===== src/rtl/cdb_multi_arbiter.sv =====
// cdb_multi_arbiter: grants up to K of N requesters onto K common-data-bus
// lanes each cycle. Requesters denied for AGE_LIMIT cycles are starved and
// jump ahead of everyone else. Within each class, order rotates from ptr.
// Outputs are combinational from request and the registered ptr/age state,
// and are held at zero while reset is high.
module cdb_multi_arbiter #(
  parameter int N           = 4,
  parameter int K           = 2,
  parameter int ROUND_ROBIN = 1,
  parameter int AGE_LIMIT   = 8,
  localparam int IDXW       = (N > 1) ? $clog2(N) : 1,
  localparam int AW         = $clog2(AGE_LIMIT + 1)
) (
  input  logic              clk,
  input  logic              reset,
  input  logic [N-1:0]      request,
  output logic [N-1:0]      grant,
  output logic [K-1:0]      lane_valid,
  output logic [K*IDXW-1:0] lane_sel
);

  logic [IDXW-1:0]        ptr_s;
  logic [N-1:0][AW-1:0]   age_q;
  logic [N-1:0][AW-1:0]   age_d;
  logic [N-1:0]           starved_s;

  // A requester is starved once its denied-cycle count reaches the limit
  always_comb begin
    for (int i = 0; i < N; i++) begin
      starved_s[i] = (age_q[i] == AW'(AGE_LIMIT));
    end
  end

  // Two passes from ptr (starved class, then the rest); fill lanes in that order
  always_comb begin
    int              cnt;
    int              pos;
    logic [IDXW-1:0] idx;
    logic            take;
    grant      = {N{1'b0}};
    lane_valid = {K{1'b0}};
    lane_sel   = {(K*IDXW){1'b0}};
    cnt        = 0;
    for (int pass = 0; pass < 2; pass++) begin
      for (int j = 0; j < N; j++) begin
        pos  = int'(ptr_s) + j;
        pos  = (pos >= N) ? (pos - N) : pos;
        idx  = IDXW'(pos);
        take = request[idx] && (starved_s[idx] == (pass == 0)) &&
               (cnt < K) && !reset;
        grant[idx] = grant[idx] | take;
        for (int k = 0; k < K; k++) begin
          if (take && (k == cnt)) begin
            lane_valid[k]               = 1'b1;
            lane_sel[k*IDXW +: IDXW]    = idx;
          end else begin
            lane_valid[k]               = lane_valid[k];
            lane_sel[k*IDXW +: IDXW]    = lane_sel[k*IDXW +: IDXW];
          end
        end
        cnt = cnt + (take ? 1 : 0);
      end
    end
  end

  // Age: clear on grant or idle, otherwise count denied cycles up to the limit
  always_comb begin
    for (int i = 0; i < N; i++) begin
      if (grant[i] || !request[i]) begin
        age_d[i] = {AW{1'b0}};
      end else if (starved_s[i]) begin
        age_d[i] = age_q[i];
      end else begin
        age_d[i] = age_q[i] + AW'(1);
      end
    end
  end

  // Age counter registers
  always_ff @(posedge clk or posedge reset) begin
    if (reset) begin
      age_q <= {(N*AW){1'b0}};
    end else begin
      age_q <= age_d;
    end
  end

  generate
    if (ROUND_ROBIN != 0) begin : g_rr
      logic [IDXW-1:0] ptr_q;
      logic [IDXW-1:0] ptr_d;
      logic [IDXW-1:0] last_s;

      // Requester on the highest-numbered valid lane is the last one granted
      always_comb begin
        last_s = {IDXW{1'b0}};
        for (int k = 0; k < K; k++) begin
          if (lane_valid[k]) begin
            last_s = lane_sel[k*IDXW +: IDXW];
          end else begin
            last_s = last_s;
          end
        end
      end

      // Pointer moves just past the last grant, wrapping modulo N; holds when idle
      always_comb begin
        if (|grant) begin
          ptr_d = (last_s == IDXW'(N - 1)) ? {IDXW{1'b0}} : (last_s + IDXW'(1));
        end else begin
          ptr_d = ptr_q;
        end
      end

      // Rotating priority pointer register
      always_ff @(posedge clk or posedge reset) begin
        if (reset) begin
          ptr_q <= {IDXW{1'b0}};
        end else begin
          ptr_q <= ptr_d;
        end
      end

      assign ptr_s = ptr_q;
    end else begin : g_fixed
      assign ptr_s = {IDXW{1'b0}};
    end
  endgenerate

endmodule


===== config.mk =====
export PLATFORM = sky130hd
export DESIGN_NAME = cdb_multi_arbiter
export DESIGN_NICKNAME = d
export VERILOG_FILES = /design/src/rtl/cdb_multi_arbiter.sv
export SDC_FILE = /design/constraint.sdc
export NUM_CORES = 1
export LEC_CHECK = 0
export BUFFER_PORTS_ARGS = -buffer_cell sky130_fd_sc_hd__buf_2
export CORE_UTILIZATION = 50
export DETAILED_ROUTE_END_ITERATION = 7
export MAX_ROUTING_LAYER = met4
export PLACE_DENSITY = 0.8
export SLEW_MARGIN = 10
export SYNTH_ARGS = -nofsm -noshare
export SYNTH_HDL_FRONTEND = slang
export SYNTH_SLANG_ARGS = --single-unit

===== constraint.sdc =====
create_clock -name clk -period 18.9 [get_ports clk]
set_input_delay 5.67 -clock clk [delete_from_list [all_inputs] [get_ports clk]]
set_output_delay 5.67 -clock clk [all_outputs]
set_load 0.01 [all_outputs]

==> results by group, run 1 <==
Run status
  – Status: complete, no violations

Yosys
  – Post-Syn Area: 3430 µm²
  – Post-Syn Instances: 459
  – Asr flop ratio synth: 100%
  – Mapped Nets: 491
  – Post-synthesis sequential area ratio: 13.1%
  – FF+latch count, synth: 18
  – Synth Flop Type: dfrtp_1
  – Syn Area/Cell: 7.47 µm²
  – Post-synthesis cell type count: 83
  – Post-synth EDFFs: 0
  – Synthesis Warnings: 0

Floorplan
  – Initial Utilization: 52.8%
  – Die Y: 84.8 µm
  – Full die area: ~7200 µm²
  – Core area: 6490 µm²
  – I/O pins: 16
  – Row count: 29
  – Die W: approximately 85 µm

Cells and area
  – Share of layout cells above drive strength 1: between 20 and 25%
  – Most common cell after layout, fill and taps aside: nand2_1
  – Filler cell count: roughly 540
  – Area delta synth->final: 16.1%
  – Fin area: 3980 µm²
  – Core Util, Final: between 60% and 70%
  – # diodes: 0
  – Most frequent cells in the layout: nand2_1, nor2_1, buf_4, a21oi_1, o21ai_0
  – Non-filler cells, final: 555
  – Final nets: between 500 and 600

Timing
  – Worst Tran Pin Value: just over 800 ps
  – Minimum clock period: around 19,000 ps
  – Fmax: around 53 MHz
  – Clk_skew: around 1.2 ps
  – Max-slew headroom: between 40% and 50%
  – Fin. Hold Viols: 0
  – Final Max Slew Viols: 0
  – Final setup fails: 0
  – Period utilization: between 90% and 100%
  – Final Worst Setup Slack: between 100 and 150 ps

Place
  – Setup WS pre-CTS: -129 ps
  – Placed instance count: approximately 540
  – Placed cell areas: between 3000 and 4000 µm²
  – Placed wire-length estimate: ~7600 µm
  – Port bufs: 15
  – Final GP Congestion: between 0.9 and 1

Detailed routing
  – Met1 WL: approximately 4000 µm
  – Max layer used: met4
  – Iteration-0 DRC count of the detailed router: between 400 and 500
  – Post-Route WL: 10,900 µm
  – Post-DR vias/cell: approximately 7
  – DR WL met2: around 5200 µm
  – Routed len/inst: between 15 and 20 µm
  – Remaining DRCs: 0
  – Iteration count of the initial detailed-routing pass: 8
  – Met3 wire length: approximately 1200 µm
  – Routed Antenna Nets: 0
  – Total number of vias: between 3k and 4k

Global route
  – Global-route wire length before repair: 17,100 µm
  – Vias in the first global route: 3,536
  – Largest net degree at the start of global routing: 41
  – Initial antenna violation count: 0
  – Global Route Usage Sum: a little under a third
  – Total global routing overflow: 0

Setup path
  – Slowest stage cell, crit path: or4_4
  – Crit path DAT: approximately 13,000 ps
  – Setup crit start kind: primary input
  – Crit. End Element: output port
  – Buffer and inverter count on the worst path: 6
  – CP peak stage delay: ~530 ps
  – WS Path Type: in -> out
  – Crit path required time: around 13,000 ps
  – Crit path top cell by count: ha_4
  – CP delay by family, top: compound AO/OA/AOI/OAI gates
  – CP max FO: 7

Power and ir drop
  – Leakage: ~1.6 nW
  – Power Total: ~0.00059 W
  – PwrDens: 147 nW/µm²
  – Worst vdd ir: slightly below 0.07 mV

Clock network
  – CTS max path bufs: 2
  – CTS root buf: clkbuf_8
  – TritonCTS buffer count: 3
  – Clk_lat worst skew: 250 ps
  – Post-cts hold buffer count: 0
  – Clk slew on worst S/H paths: 60 ps
  – Clock Sinks: 18
  – TritonCTS clock tree: yes
  – H-tree lvl count: 1

Job
  – Max-Cap Viols: 0

Worst hold path
  – Tightest Hold Check Type: reg -> reg
power breakdown:
group	switching (W)	internal, W	leakage (nW)
logic	0.000314	0.000185	1.35
clock network	0.0000126	0.0000185	0.0288
registers	0.00000783	0.0000473	0.241
total	0.000334	0.000251	1.62
metrics by stage:
| step | hold WS (ps) | setup TNS [ps] |
|---|---|---|
| 2_1_floorplan | 547 | 0 |
| 3_3_place_gp | 570 | 0 |
| 3_5_place_dp | 581 | -442 |
| 4_1_cts | 597 | 0 |
| 5_1_grt | 624 | -740 |
| 6_report | 599 | 0 |
cell families after synthesis:
logic type               count (synthesis)  synth area share (%)
AND/OR/NAND/NOR                        192                  27.7
flip-flops                              18                  13.1
buffers and inverters                   51                  6.24
AO/OA/AOI/OAI                          148                  36.0
adder cells (fa/ha/maj)                 26                  9.92
multiplexers                            11                  3.72
XOR/XNOR                                13                  3.32
worst reg2reg max path: cells and delay by family, from the launching register on:
| kind | cells | cell delay, ps |
|---|---|---|
| compound gates | 11 | 1900 |
| xor+xnor | 1 | 110 |
| fa+ha+maj | 10 | 2570 |
| buf+inv | 8 | 1560 |
| flops | 1 | 330 |
| mux | 2 | 430 |
| simple gates | 14 | 2430 |
synthesized netlist by cell type (all sizes together) (8+ instances only):
cell	n	area share (%)
o31ai	15	4.8
nor2	52	5.7
a21oi	27	4.6
a211oi	14	3.8
xnor2	8	2.0
nand3	16	2.6
ha	24	8.8
clkbuf	18	2.0
nor3	16	2.3
dfrtp	18	13
mux2i	9	2.6
o21ai	29	5.2
inv	23	2.6
a31oi	13	2.6
nand2	52	5.8
flip-flops by register name, summed over array words and instances, names as in the netlist:
register	cells
g_rr.ptr_q	2
age_q	16
per-layer routing:
metal	GRT usage, %	vias up
met5	-	-
met4	10.6	0
met3	3.21	72
met2	49.1	267
met1	39.1	1817
li1	-	1740
path summary, 6_finish.rpt:
kind / endpoint / slack, ps / startpoint / cells after the start
max: grant[3] / 130 / request[3] / 39
min: age_q[10]$_DFFE_PP0P_ / 600 / age_q[10]$_DFFE_PP0P_ / 2
max reg2reg: g_rr.ptr_q[1]$_DFFE_PP0P_ / 9450 / g_rr.ptr_q[1]$_DFFE_PP0P_ / 46
min reg2reg: age_q[10]$_DFFE_PP0P_ / 600 / age_q[10]$_DFFE_PP0P_ / 2
max in group asynchronous: g_rr.ptr_q[0]$_DFFE_PP0P_ / 13210 / reset / 3
min in group asynchronous: age_q[1]$_DFFE_PP0P_ / 5490 / reset / 3
what timing repair did:
action,in CTS,in global routing
setup endpoints to repair,4,10
buffers inserted,3,9
pin swaps,4,15
resized for setup,5,34
area by class of cell:
class	instances	area (µm²)	area share [%]
multi-input cells	390	3000	75.4
repair buffers	40	275	6.91
inverters	26	103	2.58
flip-flops and latches	18	450	11.3
clock buffers	4	55.1	1.38
well taps	77	96.3	2.42
(Power assumes the default switching activity.)
==> inputs of run 2 (changes only) <==
Settings changed: BUFFER_PORTS_ARGS -buffer_cell sky130_fd_sc_hd__buf_2 to unset, DONT_BUFFER_PORTS set to 1, PLACE_DENSITY 0.8 to 0.78.
==> run 2 against run 1 <==
Compared with the run above: sequential share of layout area increased by 0.81 points; clock-buffer cell count stayed put; first-iteration DRC count is 14% lower; critical path type unchanged; cell count is 3.8% lower; worst hold slack lost 7.3 ps; sequential power about the same; clock power about the same; register-to-register slack lost 240 ps; largest power group unchanged.
==> results by group, run 2 (synthesis gave the netlist of run 1 again) <==
Worst hold path
  – Hold path depth: 3 (was 2)
  – Tightest Hold Check Type: reg -> reg (unchanged)
  – Hold path start: age_q[14]$_DFFE_PP0P_ (was age_q[10]$_DFFE_PP0P_)
  – Worst Hold Endpoint: age_q[14]$_DFFE_PP0P_ (was age_q[10]$_DFFE_PP0P_)

Detailed routing
  – Remaining DRCs: 0 (unchanged)
  – Routed len/inst: 19.0 µm (was 19.7 µm)
  – Total number of vias: 3,652 (was 3,896)
  – Post-Route WL: 10,200 µm (was 10,900 µm)
  – Post-DR vias/cell: 6.84 (was 7.02)
  – Iteration-0 DRC count of the detailed router: 403 (was 466)
  – Iteration count of the initial detailed-routing pass: 5 (was 8)
  – Routed Antenna Nets: 0 (unchanged)

Global route
  – Largest net degree at the start of global routing: 42 (was 41)
  – Global Route Usage Sum: 29.6% (was 30.2%)
  – Global-route wire length before repair: 16,700 µm (was 17,100 µm)
  – Vias in the first global route: 3,373 (was 3,536)
  – Global-route met3 utilization: 3.31% (was 3.21%)
  – GRT met2 Usage: 48.5% (was 49.1%)
  – Most used routing layer: met2 (unchanged)
  – Total global routing overflow: 0 (unchanged)
  – Met1 usage: 38.5% (was 39.1%)
  – Initial antenna violation count: 0 (unchanged)

Timing
  – Setup tns final: 0 ps (unchanged)
  – Worst Tran Pin Value: 744 ps (was 824 ps)
  – Fmax: 53.6 MHz (was 53.3 MHz)
  – Fin. Hold Viols: 0 (unchanged)
  – Final setup fails: 0 (unchanged)
  – Minimum clock period: 18,660 ps (was 18,770 ps)
  – Clk_skew: 10.2 ps (was 1.17 ps)
  – Period utilization: 98.7% (was 99.3%)
  – Final Max Slew Viols: 0 (unchanged)
  – Max-slew headroom: 49.9% (was 44.6%)

Place
  – Port bufs: 0 (was 15)
  – Placed cell areas: 3530 µm² (was 3640 µm²)
  – Placed wire-length estimate: 7560 µm (was 7640 µm)
  – Final GP Congestion: 0.992 (was 0.957)

Setup path
  – Buffer and inverter count on the worst path: 3 (was 6)
  – Crit. End Element: output port (unchanged)
  – Crit path required time: 13,230 ps (about the same)
  – Setup crit start kind: primary input (unchanged)
  – CP peak stage delay: 540 ps (was 530 ps)
  – Slowest stage cell, crit path: or4_4 (unchanged)
  – Setup slack, reg-to-reg: 9210 ps (was 9450 ps)
  – Reg2Reg Depth: 46 (unchanged)
  – WS Path Type: in -> out (unchanged)
  – CP max FO: 7 (unchanged)
  – Crit path DAT: 12,990 ps (was 13,100 ps)
  – CP delay by family, top: compound AO/OA/AOI/OAI gates (unchanged)
  – Reg-to-reg endpoint: g_rr.ptr_q[1]$_DFFE_PP0P_ (unchanged)
  – Worst R2R Start: g_rr.ptr_q[1]$_DFFE_PP0P_ (unchanged)

Cells and area
  – Multi-input logic area: 2870 µm² (was 3000 µm²)
  – Register area: 450 µm² (unchanged)
  – Area delta synth->final: 8.39% (was 16.1%)
  – Biggest register: age_q (unchanged)
  – # diodes: 0 (unchanged)
  – Share of layout cells above drive strength 1: 17.9% (was 24.9%)
  – Largest register FFs: 16 (unchanged)
  – Final nets: 490 (was 511)
  – Filler cell count: 578 (was 535)
  – Top Registers: age_q x16, g_rr.ptr_q x2 (unchanged)
  – Core Util, Final: 57.2% (was 61.3%)
  – Most frequent cells in the layout: nand2_1, nor2_1, a21oi_1, o21ai_0, ha_1 (was nand2_1, nor2_1, buf_4, a21oi_1, o21ai_0)
  – Fin area: 3720 µm² (was 3980 µm²)

Floorplan
  – Initial Utilization: 52.8% (unchanged)
  – Core area: 6490 µm² (unchanged)
  – Row count: 29 (unchanged)
  – Full die area: 7190 µm² (unchanged)
  – Die W: 84.8 µm (unchanged)
  – I/O pins: 16 (unchanged)
  – Die Y: 84.8 µm (unchanged)

Power and ir drop
  – Worst vdd ir: 0.0864 mV (was 0.0694 mV)
  – PwrDens: 144 nW/µm² (was 147 nW/µm²)
  – Leakage: 1.52 nW (was 1.62 nW)

Clock network
  – H-tree lvl count: 1 (unchanged)
  – Clk_lat worst skew: 250 ps (about the same)
  – TritonCTS buffer count: 3 (unchanged)
  – TritonCTS clock tree: yes (unchanged)
  – Clk slew on worst S/H paths: 70 ps (was 60 ps)
  – CTS max path bufs: 2 (unchanged)
  – CTS root buf: clkbuf_8 (unchanged)
  – Clock Sinks: 18 (unchanged)

Run status
  – Status: complete, no violations (unchanged)

Job
  – Max-Cap Viols: 0 (unchanged)
-- run 2: changes by cell type in the layout (fill, tap and decap cells not counted), moves of 2 or more --
cell / before / now
buf_2: 15 / 0
buf_4: 24 / 19
ha_4: 5 / 0
ha_1: 17 / 21
nor2_1: 46 / 50
nor2_2: 5 / 2
inv_1: 17 / 19
-- run 2: how the worst max path moves through the flow --
stage          cells past startpoint       endpoint  slack [ps]  startpoint
4_1_cts                           37       grant[0]          60       reset
5_1_grt                           36       grant[0]         -20       reset
3_3_place_gp                      36  lane_valid[1]         390  request[2]
2_1_floorplan                     42       grant[2]          30  request[0]
6_report                          36       grant[0]         240       reset
3_5_place_dp                      37  lane_valid[1]          70       reset
-- run 2: metal layers --
layer / up-vias / part of all wire, %
met3: 31 / 8.6
met5: - / 0
met4: 0 / 3.0
met1: 1731 / 42
met2: 195 / 47
li1: 1695 / -
-- run 2: metrics by stage --
stage,cells,power (W),hold slack [ps],worst slack (ps)
final,534,0.000534,592,239
after global routing,534,0.000570,614,-24.4
after CTS,524,0.000509,594,61.9
after detailed placement,520,0.000476,579,65.3
after global placement,520,0.000468,577,386
after floorplan,459,0.000398,547,30.4
-- run 2: worst register-to-register path: cells and delay by family (launching register included) --
| kind | cells | cell delay, ps |
|---|---|---|
| flops | 1 | 340 |
| fa+ha+maj | 10 | 2720 |
| simple gates | 14 | 2340 |
| buf+inv | 8 | 1540 |
| mux | 2 | 450 |
| xor+xnor | 1 | 140 |
| compound gates | 11 | 2020 |
-- run 2: what timing repair did --
action,in CTS,in global routing
buffers inserted,0,10
hold buffers,0,0
resized for setup,0,14
endpoints found under the setup margin,0,10
-- run 2: area by class of cell --
type / count / area share, %
timing repair buffer: 19 / 3.84
inverter: 26 / 2.69
tap: 77 / 2.59
multi-input combinational: 390 / 77.3
sequential: 18 / 12.1
clock buffer: 4 / 1.48
-- run 2: power breakdown --
group | switching (W) | internal (W) | leakage, nW
Clock | 0.0000128 | 0.0000185 | 0.0288
Combinational | 0.000292 | 0.000156 | 1.25
Sequential | 0.00000783 | 0.0000472 | 0.241
